`src/rtl/uart_rx_framed_if.sv`:
```
// Received-word handshake bundle for uart_rx_framed.
//   data_out   : received word (first bit on the line lands in bit 0)
//   data_valid : data_out and the error flags are valid; held until accepted
//   data_ready : consumer acceptance; transfer when data_valid & data_ready
//   parity_err : parity mismatch for the presented word
//   frame_err  : a stop bit was sampled 0 for the presented word
//   overrun    : sticky, a frame was dropped while data_valid was pending
// master = receiver side, slave = consumer side.
interface uart_rx_framed_if #(
  parameter int DATA_BITS = 8
);
  logic [DATA_BITS-1:0] data_out;
  logic                 data_valid;
  logic                 data_ready;
  logic                 parity_err;
  logic                 frame_err;
  logic                 overrun;

  modport master (
    output data_out, data_valid, parity_err, frame_err, overrun,
    input  data_ready
  );

  modport slave (
    input  data_out, data_valid, parity_err, frame_err, overrun,
    output data_ready
  );
endinterface

```
`src/rtl/uart_rx_framed.sv`:
```
// UART receiver with optional parity, 1/2 stop bits and a valid/ready output.
//   clk     : single clock, rising edge
//   reset_n : asynchronous active-low reset
//   rx      : asynchronous serial line, idle high
//   rx_if   : received word, flags and handshake (master side)
// Start bit is re-checked at mid-bit; every later bit is sampled one full bit
// period after the previous sample. The word is presented on the edge of the
// last stop sample, so the rest of that stop bit is not waited out.
module uart_rx_framed #(
  parameter int CLOCK_RATE = 100_000_000,
  parameter int BAUD_RATE  = 9600,
  parameter int DATA_BITS  = 8,
  parameter int PARITY     = 0,
  parameter int STOP_BITS  = 1
) (
  input  logic             clk,
  input  logic             reset_n,
  input  logic             rx,
  uart_rx_framed_if.master rx_if
);
  localparam int BIT_CNT = CLOCK_RATE / BAUD_RATE;
  localparam int HALF    = BIT_CNT / 2;
  localparam int CW      = $clog2(BIT_CNT) + 1;

  localparam logic [CW-1:0] HALF_M1   = CW'(HALF - 1);
  localparam logic [CW-1:0] BIT_M1    = CW'(BIT_CNT - 1);
  localparam logic [3:0]    LAST_DATA = 4'(DATA_BITS - 1);
  localparam logic [3:0]    LAST_STOP = 4'(STOP_BITS - 1);
  localparam logic          ODD       = (PARITY == 1);

  typedef enum logic [2:0] {S_IDLE, S_START, S_DATA, S_PARITY, S_STOP} state_e;

  state_e               state_q, state_d;
  logic                 rx_meta_q, rx_sync_q;
  logic [CW-1:0]        cnt_q, cnt_d;
  logic [3:0]           idx_q, idx_d;
  logic [DATA_BITS-1:0] shift_q, shift_d;
  logic                 perr_q, perr_d;
  logic                 ferr_q, ferr_d;
  // Set when a frame ends on a low line (break): no new start until rx is high.
  logic                 wait_hi_q, wait_hi_d;
  logic                 done;

  logic [DATA_BITS-1:0] dout_q, dout_d;
  logic                 dv_q, dv_d, pe_q, pe_d, fe_q, fe_d, ov_q, ov_d;
  logic                 bit_tick, hs;

  assign bit_tick = (cnt_q == BIT_M1);
  assign hs       = dv_q & rx_if.data_ready;

  always_ff @(posedge clk or negedge reset_n) begin
    if (!reset_n) begin
      rx_meta_q <= 1'b1;
      rx_sync_q <= 1'b1;
    end else begin
      rx_meta_q <= rx;
      rx_sync_q <= rx_meta_q;
    end
  end

  always_ff @(posedge clk or negedge reset_n) begin
    if (!reset_n) begin
      state_q   <= S_IDLE;
      cnt_q     <= '0;
      idx_q     <= '0;
      shift_q   <= '0;
      perr_q    <= 1'b0;
      ferr_q    <= 1'b0;
      wait_hi_q <= 1'b0;
      dout_q    <= '0;
      dv_q      <= 1'b0;
      pe_q      <= 1'b0;
      fe_q      <= 1'b0;
      ov_q      <= 1'b0;
    end else begin
      state_q   <= state_d;
      cnt_q     <= cnt_d;
      idx_q     <= idx_d;
      shift_q   <= shift_d;
      perr_q    <= perr_d;
      ferr_q    <= ferr_d;
      wait_hi_q <= wait_hi_d;
      dout_q    <= dout_d;
      dv_q      <= dv_d;
      pe_q      <= pe_d;
      fe_q      <= fe_d;
      ov_q      <= ov_d;
    end
  end

  always_comb begin
    state_d   = state_q;
    cnt_d     = cnt_q;
    idx_d     = idx_q;
    shift_d   = shift_q;
    perr_d    = perr_q;
    ferr_d    = ferr_q;
    wait_hi_d = wait_hi_q & ~rx_sync_q;
    done      = 1'b0;
    unique case (state_q)
      S_IDLE: begin
        cnt_d  = '0;
        idx_d  = '0;
        perr_d = 1'b0;
        ferr_d = 1'b0;
        if (!rx_sync_q && !wait_hi_q) state_d = S_START;
      end
      S_START: begin
        cnt_d = cnt_q + 1'b1;
        if (cnt_q == HALF_M1) begin
          cnt_d   = '0;
          state_d = rx_sync_q ? S_IDLE : S_DATA;
        end
      end
      S_DATA: begin
        cnt_d = cnt_q + 1'b1;
        if (bit_tick) begin
          cnt_d   = '0;
          shift_d = {rx_sync_q, shift_q[DATA_BITS-1:1]};
          idx_d   = idx_q + 4'd1;
          if (idx_q == LAST_DATA) begin
            idx_d   = '0;
            state_d = (PARITY != 0) ? S_PARITY : S_STOP;
          end
        end
      end
      S_PARITY: begin
        cnt_d = cnt_q + 1'b1;
        if (bit_tick) begin
          cnt_d   = '0;
          perr_d  = ((^shift_q) ^ rx_sync_q) != ODD;
          state_d = S_STOP;
        end
      end
      S_STOP: begin
        cnt_d = cnt_q + 1'b1;
        if (bit_tick) begin
          cnt_d = '0;
          idx_d = idx_q + 4'd1;
          if (!rx_sync_q) ferr_d = 1'b1;
          if (idx_q == LAST_STOP) begin
            done      = 1'b1;
            state_d   = S_IDLE;
            wait_hi_d = ~rx_sync_q;
          end
        end
      end
      default: state_d = S_IDLE;
    endcase
  end

  // Output word: ferr_d already folds in the stop sample taken this cycle.
  always_comb begin
    dout_d = dout_q;
    dv_d   = dv_q;
    pe_d   = pe_q;
    fe_d   = fe_q;
    ov_d   = ov_q;
    if (hs) begin
      dv_d = 1'b0;
      ov_d = 1'b0;
    end
    if (done) begin
      if (!dv_q || rx_if.data_ready) begin
        dout_d = shift_q;
        pe_d   = perr_q;
        fe_d   = ferr_d;
        dv_d   = 1'b1;
      end else begin
        ov_d = 1'b1;
      end
    end
  end

  assign rx_if.data_out   = dout_q;
  assign rx_if.data_valid = dv_q;
  assign rx_if.parity_err = pe_q;
  assign rx_if.frame_err  = fe_q;
  assign rx_if.overrun    = ov_q;
endmodule

```
`src/flat_wrapper.sv`:
```
// flat-port wrapper written by rule: the top's interface ports become plain ports
module uart_rx_framed_flat 
#(
  parameter int CLOCK_RATE = 100_000_000,
  parameter int BAUD_RATE  = 9600,
  parameter int DATA_BITS  = 8,
  parameter int PARITY     = 0,
  parameter int STOP_BITS  = 1
)
  (clk, reset_n, rx, rx_if_data_out, rx_if_data_valid, rx_if_parity_err, rx_if_frame_err, rx_if_overrun, rx_if_data_ready);
  uart_rx_framed_if #(.DATA_BITS(DATA_BITS)) rx_if_i ();
  input  logic clk;
  input  logic reset_n;
  input  logic rx;
  output wire logic [$bits(rx_if_i.data_out)-1:0] rx_if_data_out;
  output wire logic [$bits(rx_if_i.data_valid)-1:0] rx_if_data_valid;
  output wire logic [$bits(rx_if_i.parity_err)-1:0] rx_if_parity_err;
  output wire logic [$bits(rx_if_i.frame_err)-1:0] rx_if_frame_err;
  output wire logic [$bits(rx_if_i.overrun)-1:0] rx_if_overrun;
  input wire logic [$bits(rx_if_i.data_ready)-1:0] rx_if_data_ready;
  assign rx_if_data_out = rx_if_i.data_out;
  assign rx_if_data_valid = rx_if_i.data_valid;
  assign rx_if_parity_err = rx_if_i.parity_err;
  assign rx_if_frame_err = rx_if_i.frame_err;
  assign rx_if_overrun = rx_if_i.overrun;
  assign rx_if_i.data_ready = rx_if_data_ready;
  uart_rx_framed #(.CLOCK_RATE(CLOCK_RATE), .BAUD_RATE(BAUD_RATE), .DATA_BITS(DATA_BITS), .PARITY(PARITY), .STOP_BITS(STOP_BITS)) u_core (.clk(clk), .reset_n(reset_n), .rx(rx), .rx_if(rx_if_i));
endmodule
```
`config.mk`:
```
export PLATFORM = sky130hd
export DESIGN_NAME = uart_rx_framed_flat
export DESIGN_NICKNAME = d
export VERILOG_FILES = /design/src/rtl/uart_rx_framed_if.sv /design/src/rtl/uart_rx_framed.sv /design/src/flat_wrapper.sv
export SDC_FILE = /design/constraint.sdc
export NUM_CORES = 1
export LEC_CHECK = 0
export BUFFER_PORTS_ARGS = -buffer_cell sky130_fd_sc_hd__buf_2
export CORE_ASPECT_RATIO = 0.75
export CORE_UTILIZATION = 60
export CTS_CLUSTER_SIZE = 20
export DETAILED_ROUTE_END_ITERATION = 8
export GPL_ROUTABILITY_DRIVEN = 0
export PLACE_DENSITY = 0.8
export SKIP_LAST_GASP = 1
export SYNTH_ARGS = -nofsm -noshare
export SYNTH_HDL_FRONTEND = slang
export SYNTH_SLANG_ARGS = --single-unit
export TNS_END_PERCENT = 20
```
`constraint.sdc`:
```
create_clock -name clk -period 5.34 [get_ports clk]
set_clock_uncertainty 0.1 [all_clocks]
set_input_delay 1.068 -clock clk [delete_from_list [all_inputs] [get_ports clk]]
set_output_delay 1.068 -clock clk [all_outputs]
set_load 0.01 [all_outputs]
```
# Word-level counts from Yosys, hierarchy flattened

Cells that the tools add are included.

Add/subtract/negate cells: 2
Equal/unequal tests: 14
Multiplexer cells: 33
Bitwise operators: 4
Reductions and logical operators: 17

Operators with widths:

| kind                                                  | number |
|---|---|
| one-hot mux 15 bit (3 select lines)                   | 1 |
| two-way mux 15 bit                                    | 2 |
| two-way mux 3 bit                                     | 7 |
| adder 15 x 1 -> 15 bit, second input constant         | 1 |
| == test 15 x 13 -> 1 bit, second input constant       | 1 |
| == test 15 x 14 -> 1 bit, second input constant       | 1 |
| two-way mux 1 bit                                     | 15 |
| one-hot mux 3 bit (5 select lines)                    | 1 |
| inequality test 2 x 1 -> 1 bit, second input constant | 7 |
| two-way mux 4 bit                                     | 3 |
| one-hot mux 4 bit (3 select lines)                    | 1 |
| XOR reduction 8 bit                                   | 1 |
| AND reduction 7 bit                                   | 1 |
| == test 3 x 2 -> 1 bit, second input constant         | 2 |
| AND reduction 2 bit                                   | 3 |
| nonzero test 3 bit                                    | 2 |
| adder 4 x 1 -> 4 bit, second input constant           | 1 |
| == test 4 x 3 -> 1 bit, second input constant         | 1 |
| logical NOT 4 bit                                     | 1 |
| one-hot mux 1 bit (2 select lines)                    | 2 |
| == test 3 x 1 -> 1 bit, second input constant         | 1 |
| == test 3 bit, second input constant                  | 1 |
| logical NOT 1 bit                                     | 3 |
| logical NOT 3 bit                                     | 1 |
| other kinds (9)                                       | 10 |

Register bits after elaboration: 47
Input port bits: 4
Output and inout port bits: 12

# Logic depth before layout (Yosys ltp)

Gate-level depths: netlist of the first run.

Word-level depth: 5
Depth in mapped cells: 7

# Least setup slack after synthesis of the first run

OpenSTA, ideal clock, no wires.

Path kind: register -> register
From: reg u_core.cnt_q[0]
To: reg u_core.dout_q[0] (netlist: u_core.rx_if.data_out[0])
Arrival time: 1.839 ns
Data required time: 5.115 ns
Slack: 3.277 ns
Cell stages (with the launch flop): 7
Period minus slack after synthesis: 2.063 ns
Cells stage by stage: dfrtp_1 -> ha_1 -> and4_1 -> nand4_2 -> a211oi_2 -> buf_4 -> mux2_2

Longest elaborated chain between the ends: 4

Ends and longest elaborated chain:

| element                       | line                  | source |
|---|---|---|
| start: declaration            | uart_rx_framed.sv:35  | `logic [CW-1:0] cnt_q, cnt_d;` |
| start signal: assignment      | uart_rx_framed.sv:77  | `cnt_q <= cnt_d;` |
| == test 15 x 14 -> 1 bit      | uart_rx_framed.sv:48  | `assign bit_tick = (cnt_q == BIT_M1);` |
| two-way mux 1 bit             | uart_rx_framed.sv:137 | `if (bit_tick) begin` |
| two-way mux 1 bit             | uart_rx_framed.sv:100 | `unique case (state_q)` |
| AND reduction 2 bit (no line) | n/a                   |  |
| end signal: assignment        | uart_rx_framed.sv:83  | `dout_q <= dout_d;` |
| end: declaration              | uart_rx_framed.sv:44  | `logic [DATA_BITS-1:0] dout_q, dout_d;` |

Every way passes these cells.
A chain may end at the register's enable or synchronous reset.

# Worst setup path after layout of the first run

Ends and elaborated chain as after synthesis.

==> results of run 1 <==
## area by class of cell
type | instances | area [µm²] | area share, %
flip-flops and latches | 47 | 1180 | 45.7
multi-input cells | 157 | 1130 | 43.9
clock buffers | 6 | 82.6 | 3.20
repair buffers | 15 | 75.1 | 2.91
well taps | 52 | 65.1 | 2.52
inverters | 8 | 30.0 | 1.16
clock inverters | 2 | 16.3 | 0.631
## worst min path at each step
stage / from / to / slack, ns / cells after the start
after floorplan: u_core.rx_meta_q / u_core.rx_sync_q / 0.25 / 0
after global placement: u_core.rx_meta_q / u_core.rx_sync_q / 0.25 / 0
after detailed placement: u_core.rx_meta_q / u_core.rx_sync_q / 0.25 / 0
after CTS: u_core.rx_meta_q / u_core.rx_sync_q / 0.26 / 0
after global routing: u_core.rx_meta_q / u_core.rx_sync_q / 0.27 / 0
final: u_core.rx_meta_q / u_core.rx_sync_q / 0.26 / 0
## logic make-up after synthesis
kind of cell    after synthesis
flops                        47
compound gates               51
fa+ha+maj                     3
xor+xnor                     13
buf+inv                      18
simple gates                 71
mux                          19
## cells in the final DEF (no fill, tap or decap), types with 6 or more instances in the layout
master	count
dfrtp_1	45
a22o_1	6
a31oi_1	6
xnor2_1	8
mux2_2	18
inv_1	8
nand3_1	7
a21oi_1	11
o21ai_0	9
nor2_1	15
and4_1	6
nor3_1	8
clkbuf_8	6
nand2_1	15
buf_2	15
## metal layers
metal  global-route usage [%]  vias to the layer above
met5                        0                        -
met4                     10.8                        0
met3                     5.92                       12
met2                     32.4                       58
met1                     38.8                      845
li1                         -                      850
## sequential cells by signal (all words and copies together), names as in the netlist
register                 flops
u_core.rx_sync_q             1
u_core.ferr_q                1
u_core.shift_q               8
u_core.rx_if.overrun         1
u_core.state_q               3
u_core.cnt_q                15
u_core.rx_if.data_out        8
u_core.rx_if.parity_err      1
u_core.rx_if.frame_err       1
u_core.perr_q                1
u_core.rx_if.data_valid      1
u_core.wait_hi_q             1
u_core.rx_meta_q             1
u_core.idx_q                 4
## report_power, final
group	switching [mW]	internal (mW)	leakage, nW	total (mW)
logic	0.00715	0.00149	0.546	0.00864
registers	0.00104	0.357	0.625	0.358
clock network	0.121	0.106	0.0474	0.227
total	0.130	0.464	1.22	0.594
## critical path, cell delays in order (launching register included)
cell and delay (ns):
dfrtp_1 0.41, ha_1 0.26, and4_1 0.32, nand4_2 0.22, a211oi_2 0.82, mux2_2 0.43
==> results.py, run 1 <==
metrics = {
    "synthesis": {
        "synth-simple-area-share_pct": 17.2,
        "yosysSeqAreaShare_pct": 49.4,
        "synth_cell_type_count": 45,
        "synth_xor_area_share_pct": 4.77,
        "synth_top_area_cell": "dfrtp_1",
        "synthCells": 222,
        "yosysMostFrequentCell": "dfrtp_1",
        "synth_top_family_by_area": "simple AND/OR/NAND/NOR gates",
        "synthMuxAreaShare_pct": 8.91,
        "synth_fa_ha_area_share_pct": 1.57,
        "synth_edf_count": 0,
        "synth_commonest_cells": "dfrtp_1 (45), mux2_2 (18), nand2_1 (15), nor2_1 (15), a21oi_1 (11)",
        "yosysTopAreaCellShare_pct": 47.2,
        "synth_warnings": 0,
        "synthArstFlopShare_pct": 100,
        "synth.net_count": 229,
        "ys_seq_elements": 47,
        "synth_area_leaders": "dfrtp_1 (47%), mux2_2 (8.5%), xnor2_1 (2.9%)",
        "synth_ff_type": "dfrtp_1",
        "syn_area_per_cell_um2": 10.7,
        "synth_compound_area_share_pct": 14.9,
        "syn_area_um2": 2390,
    },
    "clock_tree": {
        "cts.sinks": 47,
        "cts_htree_levels": 2,
        "ctsResizeCount": 0,
        "clk_pin_slew_ns": 0.09,
        "cts_buffer_depth": 2,
        "numCtsBuffers": 5,
        "clkLatencyLatePin_ns": 0.30,
        "cts_tree": "done",
        "cts_setup_buffers": 0,
        "root_buffer": "clkbuf_8",
        "ctsHoldBuffers": 0,
    },
    "outcome": {
        "status": "completed",
    },
    "cells_and_area": {
        "diodes": 0,
        "drive_gt1_share_pct": 20.4,
        "n_fill_cell": 296,
        "area_growth_pct": 8.08,
        "layout.cells.non_filler": 287,
        "nets": 241,
        "stdcell_area_um2": 2580,
        "utilization_pct": 69.1,
    },
    "die": {
        "dieHeight_um": 56.6,
        "coreArea_um2": 3730,
        "die-area_um2": 4240,
        "die_w_um": 74.8,
        "rows": 19,
        "initial_core_util_pct": 63.9,
        "io_pins": 16,
    },
    "setup_path": {
        "worst-r2r-cell-count": 5,
        "r2r_slack_ns": 2.66,
        "path_class": "reg -> reg",
        "timing.critical_path.from": "u_core.cnt_q[0]",
        "worstPathRequired_ns": 5.43,
        "cp_max_fo": 11,
        "cp-end-kind": "flip-flop",
        "cp-endpoint": "u_core.rx_if.data_out[0]",
        "critPathArrivalTime_ns": 2.77,
        "r2r-start": "u_core.cnt_q[0]",
        "r2r_end": "u_core.rx_if.data_out[0]",
        "cp-start-kind": "flip-flop",
    },
    "routing": {
        "wirelength_um": 4450,
        "top_layer": "met4",
        "met2WireLength_um": 1870,
        "wl_met1_um": 2190,
        "viasPerCell": 6.15,
        "route.met3.wl_um": 291,
        "first_pass_iters": 4,
        "via_count": 1765,
        "drtIter0Drc": 154,
        "ant_nets": 0,
        "drc": 0,
        "wl_per_cell_um": 15.5,
    },
    "sta": {
        "fin_setup_tns_ns": 0,
        "period_share_pct": 50.1,
        "rsz0062_at_grt": "false",
        "final-max-slew-violation-count": 0,
        "maxSlewHeadroom_pct": 34.8,
        "whs_ns": 0.262,
        "period_minus_slack_ns": 2.68,
        "finalHoldViolations": 0,
        "setup_viol": 0,
        "worst_slack_ns": 2.66,
        "fmax_mhz": 373,
        "tightest_slew_ns": 0.978,
    },
    "power_and_ir_drop": {
        "ir_drop_mv": 0.205,
        "power_leakage_nw": 1.22,
        "powerDensity_nw_per_um2": 230,
        "p_total_mw": 0.594,
    },
    "placement": {
        "dp_slack_ns": 2.67,
        "place_hpwl_um": 3120,
        "dpl-instance-area_um2": 2480,
        "port_buffers": 15,
        "place_inst": 279,
    },
    "global_route": {
        "grt_overflow": 0,
        "antenna_found_initial": 0,
        "grt_max_degree": 48,
        "grt_pass1_wl_um": 7680,
        "grtUsageTotal_pct": 24.8,
        "first_global_vias": 1632,
    },
    "min_path": {
        "hold_class": "reg -> reg",
    },
    "flow_run": {
        "drv_cap": 0,
    },
}
Note: power is estimated with default switching activity, not from simulation.
==> inputs of run 2 (changes only) <==
==> constraint.sdc (replaced) <==
create_clock -name clk -period 2.5 [get_ports clk]
set_clock_uncertainty 0.1 [all_clocks]
set_input_delay 0.5 -clock clk [delete_from_list [all_inputs] [get_ports clk]]
set_output_delay 0.5 -clock clk [all_outputs]
set_load 0.01 [all_outputs]
==> results.py, run 2 (synthesized netlist as in run 1, its figures left out) <==
metrics = {
    "cells_and_area": {
        "final_cell_mix": "dfrtp_1 (45), mux2_2 (18), nor2_1 (15), nand2_1 (15), buf_2 (15)",
        "nets": 251,
        "n_fill_cell": 281,
        "regMostFlops": "u_core.cnt_q",
        "layout.cells.non_filler": 297,
        "final_common_cell": "dfrtp_1",
        "largest_reg_flops": 15,
        "utilization_pct": 71.8,
        "drive_gt1_share_pct": 23.3,
        "diodes": 0,
        "stdcell_area_um2": 2680,
        "area_growth_pct": 12.3,
    },
    "setup_path": {
        "crit_chain": "ha_1 > and4_1 > nand4_1 > nor3_1 > nand4_1 > mux2i_1",
        "path_buf_inv": 0,
        "crit_path_frequent_cell": "nand4_1",
        "cp-start-kind": "flip-flop",
        "cp_slowest_cell": "nor3_1",
        "worstPathRequired_ns": 2.64,
        "cp_max_fo": 9,
        "max_stage_delay_ns": 0.54,
        "cp_top_family": "simple AND/OR/NAND/NOR gates",
        "path_class": "reg -> reg",
        "critPathArrivalTime_ns": 2.55,
        "cp-end-kind": "flip-flop",
    },
    "global_route": {
        "antenna_found_initial": 0,
        "grt_overflow": 0,
        "use_met3_pct": 5.03,
        "grt.busiest_layer": "met1",
        "grt_util_met1_pct": 41.4,
        "grt_max_degree": 23,
        "first_global_vias": 1630,
        "grtUsageTotal_pct": 26.5,
        "grt_use_met2_pct": 36.0,
        "grt_pass1_wl_um": 8170,
    },
    "power_and_ir_drop": {
        "power_leakage_nw": 1.28,
        "powerDensity_nw_per_um2": 509,
        "ir_drop_mv": 0.413,
        "p_total_mw": 1.36,
    },
    "routing": {
        "drc": 0,
        "ant_nets": 0,
        "first_pass_iters": 5,
        "wl_per_cell_um": 16.6,
        "wirelength_um": 4940,
        "via_count": 1834,
        "viasPerCell": 6.18,
        "drtIter0Drc": 240,
    },
    "die": {
        "dieHeight_um": 56.6,
        "coreArea_um2": 3730,
        "io_pins": 16,
        "rows": 19,
        "die_w_um": 74.8,
        "die-area_um2": 4240,
        "initial_core_util_pct": 63.9,
    },
    "sta": {
        "worst_slack_ns": 0.0928,
        "tightest_slew_ns": 0.661,
        "period_minus_slack_ns": 2.41,
        "setup_viol": 0,
        "period_share_pct": 96.3,
        "maxSlewHeadroom_pct": 55.7,
        "final-max-slew-violation-count": 0,
        "rsz0062_at_grt": "true",
        "fmax_mhz": 415,
        "finalHoldViolations": 0,
    },
    "clock_tree": {
        "numCtsBuffers": 5,
        "cts_tree": "done",
        "cts_htree_levels": 2,
        "cts_buffer_depth": 2,
        "clkLatencyLatePin_ns": 0.31,
        "cts.sinks": 47,
        "root_buffer": "clkbuf_8",
        "clk_pin_slew_ns": 0.09,
    },
    "outcome": {
        "status": "completed",
    },
    "placement": {
        "port_buffers": 15,
        "dpl-instance-area_um2": 2550,
        "place_hpwl_um": 3320,
        "dp_slack_ns": 0.145,
        "place_inst": 288,
    },
    "flow_run": {
        "drv_cap": 0,
    },
    "min_path": {
        "hold_class": "in -> reg",
    },
}
==> run 2: cell types whose count changed in the layout (fill, tap and decap cells not counted) <==
cell | before | now
buf_4 | 0 | 9
bufinv_16 | 0 | 1
clkbuf_8 | 6 | 5
clkinv_4 | 1 | 0
dlygate4sd3_1 | 0 | 1
inv_6 | 0 | 1
o22ai_2 | 1 | 0
o22ai_4 | 0 | 1
==> run 2: repair_timing <==
| item | in CTS | in global routing |
|---|---|---|
| endpoints found under the setup margin | 0 | 5 |
| hold buffers | 1 | 0 |
| resized for setup | 0 | 1 |
| buffers inserted | 0 | 0 |
| hold endpoints to repair | 9 | 0 |
==> run 2: area by class of cell <==
type	count	area, µm²	share of cell area [%]
clock inverters	3	46.3	1.73
inverters	8	30.0	1.12
flip-flops and latches	47	1180	44.0
well taps	52	65.1	2.43
clock buffers	5	68.8	2.57
multi-input cells	157	1140	42.5
repair buffers	25	153	5.70
==> run 2: stage by stage <==
step	hold WS (ns)	setup TNS (ns)
after detailed placement	0.252	0
after CTS	0.168	0
after global routing	0.160	-0.0806
final	0.175	0
after global placement	0.246	0
after floorplan	0.104	0
==> run 2: final timing paths <==
path	slack, ns	cells past startpoint	from	endpoint
setup / recovery	0.09	6	u_core.cnt_q[0]	u_core.idx_q[3]
max in group asynchronous	1.26	3	reset_n	u_core.rx_sync_q
hold / removal	0.18	1	rx	u_core.rx_meta_q
min in group asynchronous	0.47	2	reset_n	u_core.cnt_q[0]
setup reg to reg	0.09	6	u_core.cnt_q[0]	u_core.idx_q[3]
hold reg to reg	0.26	0	u_core.rx_meta_q	u_core.rx_sync_q
==> run 2: metal layers <==
metal / vias to the layer above / wire length (µm)
met1: 903 / 2430
met4: 0 / 75
met5: - / 0
li1: 863 / -
met2: 60 / 2180
met3: 8 / 256
==> run 2: power by group <==
group / internal, mW / switching (mW) / leakage [nW] / total [mW]
registers: 0.763 / 0.00226 / 0.625 / 0.765
logic: 0.00624 / 0.0164 / 0.597 / 0.0226
clock network: 0.301 / 0.274 / 0.0548 / 0.576
total: 1.07 / 0.293 / 1.28 / 1.36
==> run 2: worst reg2reg max path: stages, from the launching register on <==
cell	delay, ns
dfrtp_1	0.42
ha_1	0.26
and4_1	0.31
nand4_1	0.40
nor3_1	0.54
nand4_1	0.16
mux2i_1	0.14
==> inputs of run 3 (changes only) <==
--- a/config.mk
+++ b/config.mk
@@ -6,12 +6,12 @@
 export NUM_CORES = 1
 export LEC_CHECK = 0
 export BUFFER_PORTS_ARGS = -buffer_cell sky130_fd_sc_hd__buf_2
-export CORE_ASPECT_RATIO = 0.75
-export CORE_UTILIZATION = 60
+export CORE_ASPECT_RATIO = 0.8
+export CORE_UTILIZATION = 40
 export CTS_CLUSTER_SIZE = 20
 export DETAILED_ROUTE_END_ITERATION = 8
 export GPL_ROUTABILITY_DRIVEN = 0
-export PLACE_DENSITY = 0.8
+export PLACE_DENSITY = 0.58
 export SKIP_LAST_GASP = 1
 export SYNTH_ARGS = -nofsm -noshare
 export SYNTH_HDL_FRONTEND = slang
==> results.py, run 3 (synthesized netlist as in run 1, its figures left out) <==
metrics = {
    "routing": {
        "wirelength_um": 4790,
        "viasPerCell": 5.48,
        "ant_nets": 0,
        "drtIter0Drc": 119,
        "drc": 0,
        "first_pass_iters": 4,
        "via_count": 1777,
        "wl_per_cell_um": 14.8,
    },
    "setup_path": {
        "cp_top_family": "simple AND/OR/NAND/NOR gates",
        "cp.depth": 5,
        "worstPathRequired_ns": 2.59,
        "cp-end-kind": "flip-flop",
        "cp_slowest_cell": "nor3_4",
        "crit_chain": "ha_1 > and4_1 > nand4_2 > nor3_4 > mux2_2",
        "cp_max_fo": 8,
        "max_stage_delay_ns": 0.47,
        "critPathArrivalTime_ns": 2.41,
        "path_class": "reg -> reg",
        "path_buf_inv": 0,
        "worst-r2r-cell-count": 5,
        "cp-start-kind": "flip-flop",
    },
    "sta": {
        "maxSlewHeadroom_pct": 54.5,
        "tightest_slew_ns": 0.679,
        "rsz0062_at_grt": "false",
        "finalHoldViolations": 0,
        "setup_viol": 0,
        "fmax_mhz": 431,
        "final-max-slew-violation-count": 0,
        "period_share_pct": 92.8,
        "fin_setup_tns_ns": 0,
        "period_minus_slack_ns": 2.32,
    },
    "clock_tree": {
        "cts.sinks": 47,
        "cts_setup_buffers": 0,
        "clk_pin_slew_ns": 0.09,
        "cts_tree": "done",
        "numCtsBuffers": 5,
        "root_buffer": "clkbuf_8",
        "cts_buffer_depth": 2,
        "cts_htree_levels": 2,
        "clkLatencyLatePin_ns": 0.30,
    },
    "power_and_ir_drop": {
        "p_switching_mw": 0.286,
        "power_leakage_nw": 1.27,
        "netSwitchingFraction_pct": 22.8,
        "internal-power_mw": 0.966,
        "p_comb_share_pct": 1.9,
        "p_seq_share_pct": 61.1,
        "powerDensity_nw_per_um2": 465,
        "ir_drop_mv": 0.219,
        "pwr-share-clk_pct": 37.0,
    },
    "cells_and_area": {
        "largest_reg_flops": 15,
        "utilization_pct": 48.2,
        "final_common_cell": "dfrtp_1",
        "drive_gt1_share_pct": 23.6,
        "final_cell_mix": "dfrtp_1 (45), mux2_2 (18), nor2_1 (15), nand2_1 (15), buf_2 (15)",
        "layout.cells.non_filler": 324,
        "diodes": 0,
        "multiInputGateArea_um2": 1140,
        "nets": 252,
        "area_growth_pct": 12.8,
        "register_area_um2": 1180,
        "n_fill_cell": 546,
        "regMostFlops": "u_core.cnt_q",
    },
    "die": {
        "rows": 24,
        "initial_core_util_pct": 42.7,
        "coreArea_um2": 5590,
        "io_pins": 16,
        "die_w_um": 88.4,
        "dieHeight_um": 71.1,
        "die-area_um2": 6280,
    },
    "global_route": {
        "grt_overflow": 0,
        "antenna_found_initial": 0,
        "grt_use_met2_pct": 23.3,
        "grt_max_degree": 23,
        "grt.busiest_layer": "met1",
        "first_global_vias": 1690,
        "grt_util_met1_pct": 27.8,
        "grt_pass1_wl_um": 8430,
        "use_met3_pct": 3.50,
        "grtUsageTotal_pct": 17.5,
    },
    "min_path": {
        "hold_class": "in -> reg",
        "min_path_cells": 1,
    },
    "flow_run": {
        "drv_cap": 0,
    },
    "outcome": {
        "status": "completed",
    },
    "placement": {
        "place_inst": 315,
        "port_buffers": 15,
        "place_hpwl_um": 3350,
    },
}
[run 3: worst paths after layout]
check / startpoint / to / slack (ns)
worst min-delay path: rx / u_core.rx_meta_q / 0.19
worst min register to register: u_core.rx_meta_q / u_core.rx_sync_q / 0.26
worst max-delay path: u_core.cnt_q[0] / u_core.shift_q[0] / 0.18
min in group asynchronous: reset_n / u_core.cnt_q[2] / 0.51
max in group asynchronous: reset_n / u_core.rx_sync_q / 1.19
worst max register to register: u_core.cnt_q[0] / u_core.shift_q[0] / 0.18
[run 3: timing repair]
action / 4_1_cts / 5_1_grt
gates resized for setup: 0 / 1
setup endpoints to repair: 0 / 7
hold buffers: 1 / 0
hold endpoints to repair: 9 / 0
[run 3: metrics by stage]
step | power, mW | hold WS [ns] | area [µm²] | setup WS, ns
final | 1.25 | 0.189 | 2690 | 0.179
after CTS | 1.28 | 0.175 | 2690 | 0.0705
after global routing | 1.31 | 0.169 | 2690 | 0.0115
after global placement | 0.803 | 0.246 | 2590 | 0.168
after detailed placement | 0.804 | 0.251 | 2590 | 0.0743
after floorplan | 0.782 | 0.104 | 2390 | 0.437
[run 3: final cells by class]
cell class                      count  share of cell area [%]
Clock buffer                        5                    2.56
Tap cell                           78                    3.62
Timing Repair Buffer               26                    5.95
Sequential cell                    47                    43.8
Clock inverter                      3                   0.697
Inverter                            8                    1.12
Multi-Input combinational cell    157                    42.3
[run 3: layer usage]
layer  share of wire, %  wire length (µm)  up-vias
met2                 42              1990       25
met3                3.3               156        5
li1                   -                 -      872
met4                1.2                57        0
met1                 54              2590      875
met5                  0                 0        -
[run 3: power by group through the flow]
stage / registers [mW] / clock network (mW) / logic, mW
after floorplan: 0.779 / 0 / 0.00258
after global placement: 0.780 / 0 / 0.0235
after detailed placement: 0.780 / 0 / 0.0238
after CTS: 0.765 / 0.491 / 0.0252
after global routing: 0.765 / 0.517 / 0.0279
final: 0.765 / 0.463 / 0.0234
[run 3: worst register-to-register path, cell delays in order, from the launching register on]
cell	delay, ns
dfrtp_1	0.41
ha_1	0.27
and4_1	0.32
nand4_2	0.24
nor3_4	0.47
mux2_2	0.39
